$ cat config.mk
export PLATFORM = sky130hd
export DESIGN_NAME = seg_capture
export DESIGN_NICKNAME = d
export VERILOG_FILES = /design/src/rtl/seg_capture.sv
export SDC_FILE = /design/constraint.sdc
export NUM_CORES = 1
export LEC_CHECK = 0
export ABC_AREA = 1
export BUFFER_PORTS_ARGS = -buffer_cell sky130_fd_sc_hd__buf_2
export CAP_MARGIN = 20
export CORE_ASPECT_RATIO = 0.5
export CORE_MARGIN = 5
export CORE_UTILIZATION = 59
export DETAILED_ROUTE_END_ITERATION = 8
export GPL_TIMING_DRIVEN = 1
export PLACE_DENSITY = 0.89
export SYNTH_ARGS = -nofsm -noshare
export SYNTH_HDL_FRONTEND = slang
export SYNTH_SLANG_ARGS = --single-unit
$ cat constraint.sdc
create_clock -name clk -period 2.6 [get_ports clk]
set_clock_uncertainty 0.15 [all_clocks]
set_input_delay 0.39 -clock clk [delete_from_list [all_inputs] [get_ports clk]]
set_output_delay 0.39 -clock clk [all_outputs]
set_load 0.01 [all_outputs]
$ cat src/rtl/seg_capture.sv
// Seven-segment bus monitor: recovers per-digit character codes from the multiplexed
// anode/cathode pins and assembles them into 16-bit frames with change detection.
module seg_capture #(
    parameter int unsigned STABLE_CYCLES = 4
) (
    input  logic        clk,
    input  logic        reset,
    input  logic [3:0]  an,
    input  logic [6:0]  LED,
    output logic [3:0]  char_code,
    output logic [1:0]  digit_idx,
    output logic        digit_valid,
    output logic        sym_err,
    output logic [15:0] frame,
    output logic        frame_valid,
    output logic        frame_changed
);

    localparam logic [8:0] STABLE_LAST = 9'(STABLE_CYCLES);
    localparam bit         ONE_CYCLE   = (STABLE_CYCLES == 1);

    typedef enum logic [1:0] {StIdle, StCount, StHeld} state_t;

    state_t      state_q;
    logic [7:0]  cnt_q;
    logic [3:0]  an_q;
    logic [6:0]  led_q;
    logic [3:0]  seen_q, seen_d;
    logic [15:0] prev_q;
    logic        first_q;

    logic        is_sel, is_blank, is_ill;
    logic [1:0]  sel_idx;
    logic [3:0]  dec_code;
    logic        dec_known, dec_off;
    logic        changed, load, go_idle, capture, ill_err, frame_done;
    logic [8:0]  cnt_inc;

    always_comb begin
        is_sel  = 1'b0;
        sel_idx = 2'd0;
        unique case (an)
            4'b1110: begin is_sel = 1'b1; sel_idx = 2'd0; end
            4'b1101: begin is_sel = 1'b1; sel_idx = 2'd1; end
            4'b1011: begin is_sel = 1'b1; sel_idx = 2'd2; end
            4'b0111: begin is_sel = 1'b1; sel_idx = 2'd3; end
            default: ;
        endcase
        is_blank = (an == 4'b1111);
        is_ill   = !is_sel && !is_blank;
    end

    always_comb begin
        dec_known = 1'b1;
        dec_code  = 4'h0;
        case (LED)
            7'b0000001: dec_code = 4'b1010;
            7'b1001111: dec_code = 4'b0000;
            7'b0010010: dec_code = 4'b1001;
            7'b0000110: dec_code = 4'b1111;
            7'b1100010: dec_code = 4'b0001;
            7'b0011000: dec_code = 4'b0010;
            7'b1111010: dec_code = 4'b0011;
            7'b1000111: dec_code = 4'b0101;
            7'b0010000: dec_code = 4'b0110;
            7'b1110010: dec_code = 4'b0111;
            7'b1110000: dec_code = 4'b1000;
            7'b1111110: dec_code = 4'b1101;
            default:    dec_known = 1'b0;
        endcase
        dec_off = (LED == 7'b1111111);
    end

    always_comb begin
        changed    = (an != an_q) || (LED != led_q);
        cnt_inc    = {1'b0, cnt_q} + 9'd1;
        load       = (state_q == StIdle) ? is_sel : (changed && is_sel);
        go_idle    = (state_q != StIdle) && changed && !is_sel;
        capture    = (load && ONE_CYCLE) ||
                     (state_q == StCount && !changed && cnt_inc == STABLE_LAST);
        // Illegal anodes flag only on first appearance, not while held.
        ill_err    = is_ill && (an != an_q);
        frame_done = (seen_q == 4'hF);

        seen_d = frame_done ? 4'h0 : seen_q;
        if (ill_err) begin
            seen_d = 4'h0;
        end
        if (capture) begin
            if (dec_known) begin
                seen_d[sel_idx] = 1'b1;
            end else if (dec_off) begin
                seen_d[sel_idx] = 1'b0;
            end else begin
                seen_d = 4'h0;
            end
        end
    end

    always_ff @(posedge clk or posedge reset) begin
        if (reset) begin
            state_q       <= StIdle;
            cnt_q         <= 8'd0;
            an_q          <= 4'b1111;
            led_q         <= 7'b1111111;
            seen_q        <= 4'h0;
            prev_q        <= 16'h0;
            first_q       <= 1'b1;
            char_code     <= 4'h0;
            digit_idx     <= 2'd0;
            digit_valid   <= 1'b0;
            sym_err       <= 1'b0;
            frame         <= 16'h0;
            frame_valid   <= 1'b0;
            frame_changed <= 1'b0;
        end else begin
            an_q          <= an;
            led_q         <= LED;
            seen_q        <= seen_d;
            digit_valid   <= 1'b0;
            sym_err       <= ill_err;
            frame_valid   <= frame_done;
            frame_changed <= frame_done && ((frame != prev_q) || first_q);
            if (frame_done) begin
                prev_q  <= frame;
                first_q <= 1'b0;
            end

            if (capture) begin
                state_q <= StHeld;
                cnt_q   <= load ? 8'd1 : cnt_inc[7:0];
            end else if (load) begin
                state_q <= StCount;
                cnt_q   <= 8'd1;
            end else if (state_q == StCount && !changed) begin
                cnt_q   <= cnt_inc[7:0];
            end else if (go_idle) begin
                state_q <= StIdle;
            end

            if (capture) begin
                if (dec_known) begin
                    digit_valid                 <= 1'b1;
                    char_code                   <= dec_code;
                    digit_idx                   <= sel_idx;
                    frame[{sel_idx, 2'b00} +: 4] <= dec_code;
                end else if (!dec_off) begin
                    sym_err <= 1'b1;
                end
            end
        end
    end

endmodule

## Word level (Yosys, flattened, before mapping)

Index checks and enable logic that the tools add are counted.

- Reduce and logical (&&, ||, !) cells: 22
- Equality and inequality tests: 25
- Order comparisons: 2
- Bitwise gates (word level): 3
- Shifts and indexed selects: 2
- $add $sub $neg: 2
- Multiplexer cells: 26

Operators by type and width:

| cell | count |
|---|---|
| $eq 7x7->1 const B | 8 |
| $pmux 4 s11 | 1 |
| $mux 8 | 4 |
| $eq 7x5->1 const B | 3 |
| $eq 4x4->1 const B | 5 |
| $mux 4 | 5 |
| $bwmux 16 | 1 |
| $ne 16x16->1 | 1 |
| $shift 4x6->16 const A | 1 |
| $shiftx 4x6->16 | 1 |
| $reduce_or 12->1 | 1 |
| $add 8x1->9 const B | 1 |
| $eq 9x3->1 const B | 1 |
| $logic_and 1x1->1 | 9 |
| $mux 1 | 9 |
| $mux 2 | 4 |
| $eq 7x1->1 const B | 1 |
| $eq 7x3->1 const B | 1 |
| $ne 7x7->1 | 1 |
| $neg 4->6 | 1 |
| $pmux 2 s3 | 1 |
| $reduce_bool 3->1 | 2 |
| $and 4x4->4 | 1 |
| $eq 4x3->1 const B | 1 |
| other kinds (14) | 18 |

- Word-level logic and storage cells: 96
- Register bits: 68
- Input port bits: 13
- Output and inout port bits: 26

## Longest topological paths before layout

Gate-level depths: netlist of run 1.

- Word-level depth: 11
- Mapped depth: 13
- Gate-level depth less buffers: 12

## Worst setup path before layout of run 1

OpenSTA, ideal clock, no wires.

- Kind: in2reg
- Start: input port an[2]
- End: register frame[12]
- Buffers on the path: 1
- Stages: 10
- Path slack: 0.516 ns
- Arrival time: 1.816 ns
- Path through: nand2_1 -> inv_1 -> a31oi_1 -> ha_1 -> buf_2 -> clkinv_1 -> nand3_1 -> nor2_1 -> nand3_1 -> nand2_1

- Word-level cells in the longest chain between the ends: 6
- Elaborated cells on any way between the ends: 14
- Classes of those cells: add/sub: 1; eq/ne: 4; shift: 2; mux: 2; reduce/logical: 5

Ends and longest elaborated chain:

| element | RTL line | text |
|---|---|---|
| start, declared | 8 | `input logic [3:0] an,` |
| branches (longest 6 deep; another with $neg 4->6) | -- |  |
| end signal, assigned by index | 146 | `frame[{sel_idx, 2'b00} +: 4] <= dec_code;` |
| end, declared | 14 | `output logic [15:0] frame,` |

Several ways; the timed one is not identified.
A chain may end at the register's enable or synchronous reset.

## Worst setup path after layout of run 1

- Start: register cnt_q[0]
- End: register frame[12]

- Word-level cells in the longest chain between the ends: 4

Ends and longest elaborated chain:

| element | RTL line | text |
|---|---|---|
| start, declared | 25 | `logic [7:0] cnt_q;` |
| start signal, assigned | 131 | `cnt_q <= load ? 8'd1 : cnt_inc[7:0];` |
| start signal, assigned | 136 | `cnt_q <= cnt_inc[7:0];` |
| $add 8x1->9 | 76 | `cnt_inc = {1'b0, cnt_q} + 9'd1;` |
| $eq 9x3->1 | 80 | `(state_q == StCount && !changed && cnt_inc == STABLE_LAST);` |
| $logic_and 1x1->1 | 80 |  |
| $reduce_and 2->1 (no source line) | -- |  |

No other way between the ends.

==> summary.txt, run 1 <==
Synth
  – Cell with the most instances after synthesis: nand2_1
  – Post-synth EDFFs: 0
  – Post-Syn Area: just under 4000 um^2
  – Syn_area_per_cell: 7.25 um^2
  – Net Count, Synth: ~560
  – Netlist cell types: 32
  – Synth area leaders: dfrtp_1 36%, nand2_1 18%, dfstp_2 8.1%
  – Flops & latches, synth: approximately 70
  – Top cell type's share of synthesized area: 0.361
  – Sequential element share of the synthesized area: 0.442
  – Post-synth top cells: 188 x nand2_1, 70 x nor2_1, 60 x inv_1, 56 x dfrtp_1, 49 x nand3_1
  – Fraction of registers with async set/reset: 1.00
  – Most used DFF post-synth: dfrtp_1
  – Syn. warnings: 0
  – Synth Instances: ~540
  – Area leader, netlist: dfrtp_1

Critical path
  – Nature of the critical path endpoint: flip-flop
  – CP startpoint kind: flip-flop
  – CP Class: flip-flop to flip-flop
  – Crit Path Max Fanout: 14
  – Worst endpoint required time: around 2.7 ns
  – Worst reg2reg setup slack: between 0.2 and 0.25 ns
  – WP data arrival: between 2 and 3 ns

Global route
  – Most Crowded Layer GR: met2
  – Vias in the first global route: between 3000 and 4000
  – Final global-route overflow total: 0
  – All-layer global routing usage: 0.225
  – First-pass GRT wire length: ~15000 um
  – Largest net degree at the start of global routing: 29
  – GR Util met3: 0.0624
  – Global-route track usage on met1: 0.280
  – Antenna violations before repair: 0
  – Met2 Use GR: 0.386

Detailed routing
  – Post-detailed-route via-to-cell ratio: about 5.2
  – WL per Instance: approximately 13 um
  – Antenna-violating nets left: 0
  – Residual DRC: 0
  – Drt pass-1 iters: 5
  – DR vias: between 3000 and 4000
  – 1st-iter DRT viols: between 200 and 250
  – Drt total wl: roughly 8500 um

Cells and area
  – Area grow syn2layout: 16.0%
  – Utilization after layout: 0.722
  – FILL cells: about 460
  – Design area: around 4500 um^2
  – Share of layout cells above drive strength 1: 0.164
  – Diode count: 0
  – Nets@finish: 608

Power and ir drop
  – P_int: about 1.8 mW
  – Power Density: 528 nW/um^2
  – VDD IR max: 0.000276 V
  – Net Sw Frac: 0.241
  – Combinational share of power: 0.075
  – Clock share of power: 0.465
  – Net Sw Power: approximately 0.57 mW
  – Pleak: around 2.4 nW
  – Tot Pwr: 2.38 mW
  – Sequential share of power: 0.460

Timing
  – Final Hold Fails: 0
  – Final setup TNS: 0 ns
  – Final Slew Violations: 0
  – Final setup fails: 0
  – Worst Max-Slew Pin Slew: 0.601 ns
  – Tcrit/Tclk final: 0.916
  – RSZ-0062 raised after global routing: no
  – Slew headroom: 0.599
  – Final min period: about 2.4 ns
  – F_max: between 0.4 and 0.5 GHz

Clock tree
  – H-tree levels: 3
  – Clk buf depth: 2
  – TritonCTS clock tree: yes
  – Clk slew on worst S/H paths: roughly 0.050 ns
  – TritonCTS buffer count: 9
  – Clock Root Buffer: clkbuf_16
  – Clock sinks: 68
  – Cts repair resizes: 0
  – Post-CTS Hold Buffers: 1
  – Setup Fix Bufs, Post-CTS: 0
  – Worst skew pair latency: approximately 0.34 ns

Placement
  – I/O Buffers: 38
  – Dpl cell area: ~4200 um^2
  – Detailed Place HPWL: ~6200 um
  – Placer Congestion: slightly above 0.9

Floorplanning
  – Die Height: around 67 um
  – Core box area: about 6200 um^2
  – DIE WIDTH: 125 um
  – IO Count: 39
  – Row count: 20
  – Area of the die: roughly 8400 um^2
  – Initial core utilization: 0.623

Hold path
  – Hold Path Class: primary input to flip-flop

Flow run
  – MaxCap Viol Count: 0

Run status
  – Outcome: completed
## power by group through the flow
| stage | logic (mW) | registers (mW) | clock network (mW) |
|---|---|---|---|
| final | 0.177 | 1.09 | 1.11 |
| after global routing | 0.203 | 1.09 | 1.17 |
| after CTS | 0.177 | 1.09 | 1.11 |
| after detailed placement | 0.175 | 1.11 | 0 |
| after global placement | 0.171 | 1.11 | 0 |
| after floorplan | 0.114 | 1.11 | 0 |
## logic make-up (layout without fill, tap and decap cells)
logic type                 after synthesis  count (layout)  synth area share
AOI/OAI and AO/OA                       40              40            0.0632
xor gates and xnor gates                13              13            0.0293
adders and majority gates                9               9            0.0290
buffers and inverters                   72             128            0.0751
DFF                                     68              68             0.442
and+or+nand+nor                        333             333             0.361
## through the flow
stage / worst slack [ns] / instances / hold slack, ns
3_5_place_dp: 0.341 / 662 / 0.283
2_1_floorplan: 0.368 / 535 / 0.244
3_3_place_gp: 0.367 / 662 / 0.284
6_report: 0.219 / 679 / 0.0408
4_1_cts: 0.267 / 679 / 0.0370
5_1_grt: 0.00557 / 679 / 0.0401
## cell type report
| class | instances | area (um^2) | area share |
|---|---|---|---|
| Inverter | 64 | 240 | 0.0534 |
| Clock buffer | 12 | 246 | 0.0548 |
| Tap cell | 88 | 110 | 0.0245 |
| Clock inverter | 4 | 25.0 | 0.00556 |
| Sequential cell | 68 | 1720 | 0.381 |
| Timing Repair Buffer | 48 | 280 | 0.0623 |
| Multi-Input combinational cell | 395 | 1880 | 0.418 |
## critical path, cell delays in order, from the launching register on
cell and delay (ns):
dfrtp_1 0.42, ha_1 0.26, nand2_1 0.08, inv_1 0.05, nor2_1 0.17, nand2_1 0.08
nor2_1 0.10, nand2_1 0.06, nor2_2 0.11, nand2_2 0.11, nor2_2 0.42, nand3_1 0.17
nand2_1 0.12
## placed cells by master (no fill, tap or decap), types with 2 or more instances in the layout
cell type	n
o21ai_2	7
nor2_4	2
nand2_2	4
dfstp_2	12
nand3_1	49
nor3_1	2
clkbuf_1	2
nor2_1	70
clkinvlp_4	2
ha_1	9
o21ai_0	21
buf_2	38
dfrtp_1	56
buf_4	8
a22o_1	2
clkinv_2	2
nor2_2	4
inv_2	4
nand4_1	9
nand2_1	188
xnor2_1	12
a21oi_1	3
a31oi_1	2
o22ai_1	4
clkbuf_16	9
inv_1	59
## flip-flops by register name, indices dropped and copies added (netlist names)
| name | flops |
|---|---|
| frame | 16 |
| digit_valid | 1 |
| seen_q | 4 |
| state_q | 2 |
| led_q | 7 |
| an_q | 4 |
| frame_changed | 1 |
| first_q | 1 |
| cnt_q | 8 |
| sym_err | 1 |
| digit_idx | 2 |
| char_code | 4 |
| frame_valid | 1 |
| prev_q | 16 |
## final timing paths
check                                           from  cells past startpoint                      to
worst min register to register   first_q$_DFFE_PP1P_                      2     first_q$_DFFE_PP1P_
worst min-delay path                          LED[3]                      1      led_q[3]$_DFF_PP1_
min in group asynchronous                      reset                      3  prev_q[12]$_DFFE_PP0P_
max in group asynchronous                      reset                      4       an_q[1]$_DFF_PP1_
worst max-delay path            cnt_q[0]$_DFFE_PP0P_                     12   frame[12]$_DFFE_PP0P_
worst max register to register  cnt_q[0]$_DFFE_PP0P_                     12   frame[12]$_DFFE_PP0P_
## layer usage
| metal | share of wire | vias to the layer above | wire, um |
|---|---|---|---|
| li1 | - | 1783 | - |
| met1 | 0.46 | 1654 | 3870 |
| met2 | 0.47 | 106 | 4000 |
| met3 | 0.054 | 16 | 462 |
| met4 | 0.019 | 0 | 158 |
| met5 | 0 | - | 0 |
(Power assumes the default switching activity.)
==> run 2: changes to the inputs <==
- ABC_AREA: 1 -> default
==> summary.txt, run 2 <==
Synth
  – Net Count, Synth: 387 (was 557)
  – Sequential element share of the synthesized area: 0.464 (was 0.442)
  – Area leader, netlist: dfrtp_1 (unchanged)
  – Post-synth top cells: 64 x nand2_1, 56 x dfrtp_1, 29 x nor2_1, 26 x xnor2_1, 17 x mux2_1 (was 188 x nand2_1, 70 x nor2_1, 60 x inv_1, 56 x dfrtp_1, 49 x nand3_1)
  – Synth Instances: 365 (was 535)
  – Syn_area_per_cell: 10.1 um^2 (was 7.25 um^2)
  – Synth area leaders: dfrtp_1 38%, dfstp_2 8.5%, nand2_1 6.5% (was dfrtp_1 36%, nand2_1 18%, dfstp_2 8.1%)
  – Simple-Gate Fraction of Synth Area: 0.225 (was 0.361)
  – Post-Syn Area: 3700 um^2 (was 3880 um^2)
  – Xor/xnor share of the synthesized area: 0.0775 (was 0.0293)
  – Largest family of logic cells by synthesized area: simple AND/OR/NAND/NOR gates (unchanged)
  – Netlist cell types: 64 (was 32)
  – Top cell type's share of synthesized area: 0.379 (was 0.361)
  – Flops & latches, synth: 68 (unchanged)
  – Synth Area in Adders: 0.0332 (was 0.0290)
  – Post-synthesis mux area share: 0.0657 (was 0)
  – Post-synth EDFFs: 0 (unchanged)
  – Compound-Gate Fraction of Synth Area: 0.0853 (was 0.0632)
  – Cell with the most instances after synthesis: nand2_1 (unchanged)
  – Syn. warnings: 0 (unchanged)
  – Fraction of registers with async set/reset: 1.00 (unchanged)
  – Most used DFF post-synth: dfrtp_1 (unchanged)

Clock tree
  – Clock sinks: 68 (unchanged)
  – TritonCTS buffer count: 9 (unchanged)
  – Clk slew on worst S/H paths: 0.06 ns (was 0.05 ns)
  – Clock Root Buffer: clkbuf_16 (unchanged)
  – TritonCTS clock tree: yes (unchanged)
  – Clk buf depth: 2 (unchanged)
  – H-tree levels: 3 (unchanged)
  – Worst skew pair latency: 0.34 ns (about the same)

Placement
  – Placer Congestion: 0.899 (was 0.918)
  – Setup WS pre-CTS: -0.000219 ns (was 0.341 ns)
  – Detailed Place HPWL: 5650 um (was 6240 um)
  – Dpl cell area: 4010 um^2 (was 4220 um^2)
  – I/O Buffers: 38 (unchanged)

Cells and area
  – Most frequent cells in the layout: 64 x nand2_1, 55 x dfrtp_1, 38 x buf_2 (was 188 x nand2_1, 70 x nor2_1, 59 x inv_1)
  – Share of layout cells above drive strength 1: 0.252 (was 0.164)
  – Largest registers: frame (16), prev_q (16), cnt_q (8) (unchanged)
  – Design area: 4390 um^2 (was 4500 um^2)
  – Diode count: 0 (unchanged)
  – Nets@finish: 438 (was 608)
  – Area grow syn2layout: 18.7% (was 16.0%)
  – Commonest non-fill, non-tap cell in the layout: nand2_1 (unchanged)
  – Utilization after layout: 0.721 (was 0.722)

Timing
  – Tcrit/Tclk final: 0.976 (was 0.916)
  – Final Slew Violations: 0 (unchanged)
  – F_max: 0.394 GHz (was 0.420 GHz)
  – Worst Max-Slew Pin Slew: 0.980 ns (was 0.601 ns)
  – Final Hold Fails: 0 (unchanged)
  – Min setup slack post-route: 0.0623 ns (was 0.219 ns)
  – Final min period: 2.54 ns (was 2.38 ns)
  – Slew headroom: 0.340 (was 0.599)
  – Final setup fails: 0 (unchanged)
  – Worst Hold Slack: 0.0665 ns (was 0.0408 ns)

Global route
  – Largest net degree at the start of global routing: 69 (was 29)
  – GR Util met3: 0.0821 (was 0.0624)
  – Global-route track usage on met1: 0.293 (was 0.280)
  – Most Crowded Layer GR: met2 (unchanged)
  – All-layer global routing usage: 0.243 (was 0.225)
  – Met2 Use GR: 0.394 (was 0.386)
  – First-pass GRT wire length: 14900 um (was 15100 um)
  – Vias in the first global route: 2999 (was 3347)
  – Final global-route overflow total: 0 (unchanged)
  – Antenna violations before repair: 0 (unchanged)

Power and ir drop
  – Net Sw Power: 0.588 mW (was 0.573 mW)
  – Power Density: 569 nW/um^2 (was 528 nW/um^2)
  – Combinational share of power: 0.074 (was 0.075)
  – Clock share of power: 0.492 (was 0.465)
  – Net Sw Frac: 0.236 (was 0.241)
  – Pleak: 2.17 nW (was 2.45 nW)
  – VDD IR max: 0.000473 V (was 0.000276 V)
  – Sequential share of power: 0.434 (was 0.460)
  – P_int: 1.91 mW (was 1.80 mW)

Critical path
  – CP Class: flip-flop to flip-flop (unchanged)
  – Slowest-stage cell, CP: or4_1 (was dfrtp_1)
  – Worst endpoint required time: 2.65 ns (was 2.72 ns)
  – WP data arrival: 2.59 ns (was 2.50 ns)
  – Crit Path Max Fanout: 8 (was 14)
  – CP startpoint kind: flip-flop (unchanged)
  – Crit-path max cell delay: 0.65 ns (was 0.42 ns)
  – Crit-path cells: xnor2_1, nand4_1, or4_1, nand2b_4, o311ai_1, o21ai_1 (was ha_1, nand2_1, inv_1, nor2_1, nand2_1, nor2_1, nand2_1, nor2_2, nand2_2, nor2_2, nand3_1, nand2_1)
  – Nature of the critical path endpoint: flip-flop (unchanged)

Floorplanning
  – Row count: 20 (unchanged)
  – Initial core utilization: 0.608 (was 0.623)
  – Area of the die: 8040 um^2 (was 8400 um^2)
  – IO Count: 39 (unchanged)
  – DIE WIDTH: 122 um (was 125 um)
  – Die Height: 66.0 um (was 67.4 um)
  – Core box area: 6080 um^2 (was 6230 um^2)

Detailed routing
  – WL per Instance: 18.9 um (was 12.5 um)
  – DR vias: 3064 (was 3559)
  – 1st-iter DRT viols: 423 (was 211)
  – Antenna-violating nets left: 0 (unchanged)
  – Post-detailed-route via-to-cell ratio: 6.02 (was 5.24)
  – Drt total wl: 9610 um (was 8490 um)
  – Residual DRC: 0 (unchanged)
  – Drt pass-1 iters: 5 (unchanged)

Flow run
  – MaxCap Viol Count: 0 (unchanged)

Run status
  – Outcome: completed (unchanged)

Hold path
  – Hold Path Class: primary input to flip-flop (unchanged)
-- run 2: cell types whose count changed after synthesis, sizes merged, moves of 7 or more --
cell | before | now
nor2 | 76 | 29
nor3 | 2 | 11
o21ai | 28 | 7
mux2 | 0 | 18
nand3 | 50 | 14
nand2b | 0 | 7
xnor2 | 12 | 28
buf | 5 | 13
nand2 | 192 | 65
inv | 63 | 13
-- run 2: path summary, 6_finish.rpt --
check / startpoint / to / slack [ns] / depth (start not counted)
worst max-delay path: led_q[5]$_DFF_PP1_ / seen_q[2]$_DFF_PP0_ / 0.06 / 6
worst min-delay path: LED[1] / led_q[1]$_DFF_PP1_ / 0.07 / 1
worst max register to register: led_q[5]$_DFF_PP1_ / seen_q[2]$_DFF_PP0_ / 0.06 / 6
worst min register to register: first_q$_DFFE_PP1P_ / first_q$_DFFE_PP1P_ / 0.34 / 1
max in group asynchronous: reset / led_q[5]$_DFF_PP1_ / 1.45 / 4
min in group asynchronous: reset / frame_changed$_DFF_PP0_ / 0.54 / 4
-- run 2: routing by layer --
metal | up-vias | share of wire
met5 | - | 0
met4 | 0 | 0.051
met3 | 64 | 0.088
met2 | 188 | 0.46
met1 | 1469 | 0.40
li1 | 1343 | -
-- run 2: area by class of cell --
class                   instances  area (um^2)
multi-input cells             266         1840
flip-flops and latches         68         1720
fillers                       370         1690
repair buffers                 57          360
clock buffers                  10          239
well taps                      88          110
clock inverters                 6         63.8
inverters                      14         52.6
-- run 2: kinds of logic after synthesis --
logic type	count (synthesis)
AND/OR/NAND/NOR	160
adder cells (fa/ha/maj)	10
buffers and inverters	31
flip-flops	68
XOR/XNOR	31
AO/OA/AOI/OAI	43
multiplexers	22
-- run 2: critical path, delay by kind of cell (launching register included) --
kind                      cells  cell delay, ns
and+or+nand+nor               3            1.13
DFF                           1            0.52
AOI/OAI and AO/OA             2            0.48
xor gates and xnor gates      1            0.12
-- run 2: timing repair --
action,in CTS,in global routing
buffers inserted,0,2
pin swaps,0,2
hold buffers,1,0
gates resized for setup,2,7
endpoints found under the hold margin,47,0
endpoints found under the setup margin,3,19
-- run 2: power by group through the flow --
stage          Combinational [mW]  Sequential [mW]  Clock (mW)
2_1_floorplan               0.125             1.10           0
3_3_place_gp                0.166             1.10           0
3_5_place_dp                0.169             1.10           0
4_1_cts                     0.175             1.08        1.23
5_1_grt                     0.200             1.08        1.29
6_report                    0.184             1.08        1.23
-- run 2: per-stage QoR --
stage	setup TNS, ns	power, mW	std cells
floorplan	0	1.23	365
global placement	0	1.27	490
detailed placement	-0.000219	1.27	490
CTS	0	2.49	507
global route	-0.172	2.58	509
finish	0	2.49	509
